`src/rtl/cronometro_pkg.sv`:
```
// Shared definitions for the stopwatch stages (seconds, minutes, hours).
// Holds the control FSM state type, the BCD digit width and the default
// digit terminal values reused by every counting stage.
package cronometro_pkg;

  // Width of one BCD digit.
  localparam int unsigned BcdWidth = 4;

  // Default terminal values: units digit 0-9, tens digit 0-5.
  localparam int unsigned UniMaxDefault = 9;
  localparam int unsigned DezMaxDefault = 5;

  // Start/stop/lap/clear control FSM.
  typedef enum logic [1:0] {
    StIdle    = 2'd0,
    StRunning = 2'd1,
    StPaused  = 2'd2,
    StLap     = 2'd3
  } state_e;

endpackage

```
`src/rtl/bcd_digit_counter.sv`:
```
// Single BCD digit counter with synchronous clear and count enable.
// Ports:
//   CLK  - clock, rising edge
//   RST  - asynchronous active-high reset (Q -> 0)
//   CLR  - synchronous clear, wins over EN
//   EN   - advance by one on this edge
//   Q    - current digit value
//   TC   - terminal count, combinational (Q == MAX) & EN; chains to next digit
module bcd_digit_counter
  import cronometro_pkg::*;
#(
  parameter int unsigned MAX = UniMaxDefault
) (
  input  logic                CLK,
  input  logic                RST,
  input  logic                CLR,
  input  logic                EN,
  output logic [BcdWidth-1:0] Q,
  output logic                TC
);

  localparam logic [BcdWidth-1:0] MaxQ = BcdWidth'(MAX);

  logic [BcdWidth-1:0] q_q;

  always_ff @(posedge CLK or posedge RST) begin
    if (RST) begin
      q_q <= '0;
    end else if (CLR) begin
      q_q <= '0;
    end else if (EN) begin
      // >= also folds any out-of-range value back to zero.
      q_q <= (q_q >= MaxQ) ? '0 : q_q + BcdWidth'(1);
    end
  end

  assign Q  = q_q;
  assign TC = (q_q == MaxQ) & EN;

endmodule

```
`src/rtl/cronometro_min_counter.sv`:
```
// Minutes stage of the stopwatch.
// Counts minutes 00-59 in two BCD digits on each SEC_CARRY pulse while the
// control FSM is RUNNING or LAP, and emits HOUR_CARRY on the 59->00 rollover.
// Also owns the start/stop/lap/clear FSM and the lap-freeze display latch.
// Ports:
//   CLK, RST    - clock and asynchronous active-high reset
//   SEC_CARRY   - one-cycle pulse from seconds stage on 59->00
//   START_STOP  - toggle run/pause pulse
//   LAP         - freeze/unfreeze display pulse
//   CLEAR       - zero everything and return to idle
//   RUN         - count enable for the seconds stage (RUNNING or LAP)
//   MIN_UNI     - displayed units-of-minutes digit
//   MIN_DEZ     - displayed tens-of-minutes digit
//   HOUR_CARRY  - one-cycle pulse on minute rollover
//   FROZEN      - display held (LAP state)
module cronometro_min_counter
  import cronometro_pkg::*;
#(
  parameter int unsigned UNI_MAX = UniMaxDefault,
  parameter int unsigned DEZ_MAX = DezMaxDefault
) (
  input  logic                CLK,
  input  logic                RST,
  input  logic                SEC_CARRY,
  input  logic                START_STOP,
  input  logic                LAP,
  input  logic                CLEAR,
  output logic                RUN,
  output logic [BcdWidth-1:0] MIN_UNI,
  output logic [BcdWidth-1:0] MIN_DEZ,
  output logic                HOUR_CARRY,
  output logic                FROZEN
);

  state_e              state_q, state_d;
  logic                run_q;
  logic                frozen_q;
  logic                hour_carry_q;
  logic [BcdWidth-1:0] hold_uni_q;
  logic [BcdWidth-1:0] hold_dez_q;

  logic [BcdWidth-1:0] cnt_uni;
  logic [BcdWidth-1:0] cnt_dez;
  logic                uni_tc;
  logic                dez_tc;
  logic                cnt_en;

  // run_q mirrors the pre-edge state, so a carry arriving with the pause
  // pulse is still counted; CLEAR suppresses the increment outright.
  assign cnt_en = run_q & SEC_CARRY & ~CLEAR;

  bcd_digit_counter #(
    .MAX(UNI_MAX)
  ) u_uni (
    .CLK(CLK),
    .RST(RST),
    .CLR(CLEAR),
    .EN (cnt_en),
    .Q  (cnt_uni),
    .TC (uni_tc)
  );

  bcd_digit_counter #(
    .MAX(DEZ_MAX)
  ) u_dez (
    .CLK(CLK),
    .RST(RST),
    .CLR(CLEAR),
    .EN (uni_tc),
    .Q  (cnt_dez),
    .TC (dez_tc)
  );

  // Next state; CLEAR > START_STOP > LAP, lower-priority pulses dropped.
  always_comb begin
    state_d = state_q;
    if (CLEAR) begin
      state_d = StIdle;
    end else if (START_STOP) begin
      case (state_q)
        StIdle:    state_d = StRunning;
        StRunning: state_d = StPaused;
        StPaused:  state_d = StRunning;
        StLap:     state_d = StPaused;
        default:   state_d = StIdle;
      endcase
    end else if (LAP) begin
      case (state_q)
        StRunning: state_d = StLap;
        StLap:     state_d = StRunning;
        default:   state_d = state_q;
      endcase
    end
  end

  always_ff @(posedge CLK or posedge RST) begin
    if (RST) begin
      state_q      <= StIdle;
      run_q        <= 1'b0;
      frozen_q     <= 1'b0;
      hour_carry_q <= 1'b0;
      hold_uni_q   <= '0;
      hold_dez_q   <= '0;
    end else begin
      state_q      <= state_d;
      run_q        <= (state_d == StRunning) || (state_d == StLap);
      frozen_q     <= (state_d == StLap);
      hour_carry_q <= dez_tc;
      // Track the shown value until frozen; on LAP entry this keeps the
      // value that was on the display when LAP was pressed.
      if (!frozen_q) begin
        hold_uni_q <= cnt_uni;
        hold_dez_q <= cnt_dez;
      end
    end
  end

  // Register-to-output select only; leaving LAP resyncs to the live count.
  assign MIN_UNI    = frozen_q ? hold_uni_q : cnt_uni;
  assign MIN_DEZ    = frozen_q ? hold_dez_q : cnt_dez;
  assign RUN        = run_q;
  assign FROZEN     = frozen_q;
  assign HOUR_CARRY = hour_carry_q;

endmodule
```
`config.mk`:
```
export PLATFORM = sky130hd
export DESIGN_NAME = cronometro_min_counter
export DESIGN_NICKNAME = d
export VERILOG_FILES = /design/src/rtl/cronometro_pkg.sv /design/src/rtl/bcd_digit_counter.sv /design/src/rtl/cronometro_min_counter.sv
export SDC_FILE = /design/constraint.sdc
export NUM_CORES = 1
export LEC_CHECK = 0
export ABC_AREA = 1
export ABC_CLOCK_PERIOD_IN_PS = 1930
export CORE_MARGIN = 2
export CORE_UTILIZATION = 55
export CTS_BUF_LIST = sky130_fd_sc_hd__clkbuf_16
export DETAILED_ROUTE_END_ITERATION = 8
export PLACE_DENSITY = 0.92
export SETUP_SLACK_MARGIN = 0.05
export SYNTH_ARGS = -nofsm -noshare
export SYNTH_HDL_FRONTEND = slang
export SYNTH_SLANG_ARGS = --single-unit
```
`constraint.sdc`:
```
create_clock -name CLK -period 1.93 [get_ports CLK]
set_input_delay 0.579 -clock CLK [delete_from_list [all_inputs] [get_ports CLK]]
set_output_delay 0.579 -clock CLK [all_outputs]
set_load 0.05 [all_outputs]
```
==> flow_metrics.env <==
export IMPL_numClockSinks=20
export IMPL_synthToLayoutAreaGrowth_pct=39.78
export IMPL_die_h_um=46.98
export IMPL_pwr_share_clk_pct=44.1
export IMPL_setup_viol=0
export IMPL_wl_met2_um=1096
export IMPL_crit_fanout=17
export IMPL_clockBufferDepth=2
export IMPL_final_nets=153
export IMPL_synth_warnings=0
export IMPL_layout_drive_gt1_share_pct=22.46
export IMPL_met3RoutedLength_um=129
export IMPL_drc_errors=0
export IMPL_vias=890
export IMPL_grt_util_all_layers_pct=24.96
export IMPL_synth_edf_count=0
export IMPL_final_setup_tns_ns=0
export IMPL_hold_viol=0
export IMPL_synth_cells=118
export IMPL_finalClockSkew_ns=0.003404
export IMPL_synthTopCellsByArea="dfrtp_1, nand2_1, ha_1"
export IMPL_crit_type="reg -> out"
export IMPL_syn_nets=132
export IMPL_slew_viol_final=0
export IMPL_synthArstFlopShare_pct=100.0
export IMPL_hold_path_class="reg -> reg"
export IMPL_status="finished clean"
export IMPL_clk_pin_slew_ns=0.06
export IMPL_cts_max_level=1
export IMPL_drtPass1Iterations=5
export IMPL_slew_headroom_pct=71.99
export IMPL_drv_cap=0
export IMPL_grt_max_degree=21
export IMPL_cts_made_buffers=3
export IMPL_yosysUniqueCellTypes=19
export IMPL_critPathLaunchType="flip-flop"
export IMPL_syn_cell_area_sq_um=1016
export IMPL_dr_max_layer_used="met4"
export IMPL_synth_seq_area_share_pct=49.26
export IMPL_hold_slack_ns=0.5057
export IMPL_grt_pass1_wl_um=3788
export IMPL_cts_tree="done"
export IMPL_synthFlopType="dfrtp_1"
export IMPL_p_leak_uw=0.0006885
export IMPL_portBuffers=16
export IMPL_period_needed_ns=1.827
export IMPL_finalPower_uw=973.1
export IMPL_clock_latency_ns=0.25
export IMPL_final_cell_mix="nand2_1, dfrtp_1, inv_1"
export IMPL_period_share_pct=94.64
export IMPL_die_w_um=46.98
export IMPL_avgRoutedWirePerCell_um=13.82
export IMPL_place_gp_congestion=0.8597
export IMPL_ant_nets=0
export IMPL_grt_overflow_total=0
export IMPL_start_util_pct=58.84
export IMPL_worstPathRequired_ns=1.35
export IMPL_wl_um=2253
export IMPL_dieArea_sq_um=2207
export IMPL_switching_share_pct=23.25
export IMPL_grt_pass1_vias=874
export IMPL_end_kind="output pin"
export IMPL_worstMarginPinSlew_ns=0.4202
export IMPL_viasPerCell=5.460
export IMPL_combPwrFrac_pct=10.3
export IMPL_antenna_cells=0
export IMPL_ir_drop_mv=0.5781
export IMPL_intPower_uw=746.9
export IMPL_max_freq_ghz=0.5475
export IMPL_antenna_found_initial=0
export IMPL_seqPwrFrac_pct=45.6
export IMPL_mostFrequentLayoutCell="nand2_1"
export IMPL_row_count=15
export IMPL_drt_met1_wl_um=916
export IMPL_cp_data_arrival_time_ns=1.25
export IMPL_fin_cells=163
export IMPL_first_iter_violations=26
export IMPL_avgSynthCellArea_sq_um=8.610
export IMPL_synth_area_leader_cell="dfrtp_1"
export IMPL_power_density_nw_per_um2=685.2
export IMPL_place_hpwl_um=1554
export IMPL_synth_ff_latch_count=20
export IMPL_core_sq_um=1727
export IMPL_ioPinCount=17
export IMPL_post_cts_buffers=0
export IMPL_yosys_area_top_type_share_pct=49.26
export IMPL_rsz0062_at_grt="false"
export IMPL_place_inst=159
export IMPL_cts_root_buffer="clkbuf_16"
export IMPL_p_sw_uw=226.2
final cells by class:
cell class | count | area (sq um)
fillers | 112 | 306.5
clock buffers | 3 | 75.07
repair buffers | 17 | 265.3
clock inverters | 1 | 3.754
multi-input cells | 79 | 473.0
flip-flops and latches | 20 | 504.2
inverters | 18 | 67.56
well taps | 25 | 31.28
state kept, by name, summed over array words and instances, names as in the netlist:
signal	flops
hold_dez_q	4
hold_uni_q	4
u_dez.Q	4
u_uni.Q	4
FROZEN	1
HOUR_CARRY	1
RUN	1
state_q	1
logic make-up after synthesis:
kind of cell / synth area share [%]
simple gates: 25.49
compound gates: 7.389
xor+xnor: 0.8622
buf+inv: 7.143
flops: 49.26
fa+ha+maj: 9.853
layer usage:
metal | vias up | track usage [%]
met5 | - | 0
met4 | 0 | 17.78
met3 | 13 | 3.077
met2 | 45 | 40.27
met1 | 415 | 30.75
li1 | 417 | -
cells in the mapped netlist, types with 2 or more instances:
| cell type | n |
|---|---|
| nand2_1 | 36 |
| nand3_1 | 8 |
| inv_1 | 16 |
| inv_2 | 2 |
| nor2_1 | 4 |
| a21oi_1 | 2 |
| o21ai_0 | 10 |
| ha_1 | 8 |
| dfrtp_1 | 20 |
| o21ai_1 | 3 |
power groups by stage:
stage	clock, uW	combinational (uW)	sequential [uW]
after floorplan	0	47.9	454
after global placement	0	95.1	449
after detailed placement	0	100	450
after CTS	433	101	443
after global routing	446	110	445
final	429	100	444
through the flow:
stage | util, % | setup WS, ns | instance area [sq um]
2_1_floorplan | - | 0.07645 | 1047
3_3_place_gp | 77.54 | 0.2207 | 1339
3_5_place_dp | 77.54 | 0.1421 | 1339
4_1_cts | 82.10 | 0.07278 | 1418
5_1_grt | 82.25 | 0.05037 | 1420
6_report | 82.25 | 0.1035 | 1420
worst paths after layout:
check | start | to | slack [ns] | depth (start not counted)
worst min register to register | hold_dez_q[3] | hold_dez_q[3] | 0.51 | 2
min in group asynchronous | RST | hold_dez_q[1] | 0.66 | 3
max in group asynchronous | RST | FROZEN | 1.04 | 3
worst max register to register | u_uni.Q[1] | HOUR_CARRY | 0.51 | 5
worst max-delay path | FROZEN | MIN_UNI[3] | 0.10 | 2
worst min-delay path | hold_dez_q[3] | hold_dez_q[3] | 0.51 | 2
worst max-delay path: stages (launching register included):
cell,delay [ns]
dfrtp_4,0.58
o21ai_2,0.24
buf_12,0.16
repair_timing:
action | CTS | global route
hold buffers | 0 | 0
endpoints found under the setup margin | 0 | 8
gates resized for setup | 0 | 1
No activity file was read; power rests on OpenSTA's default activity.
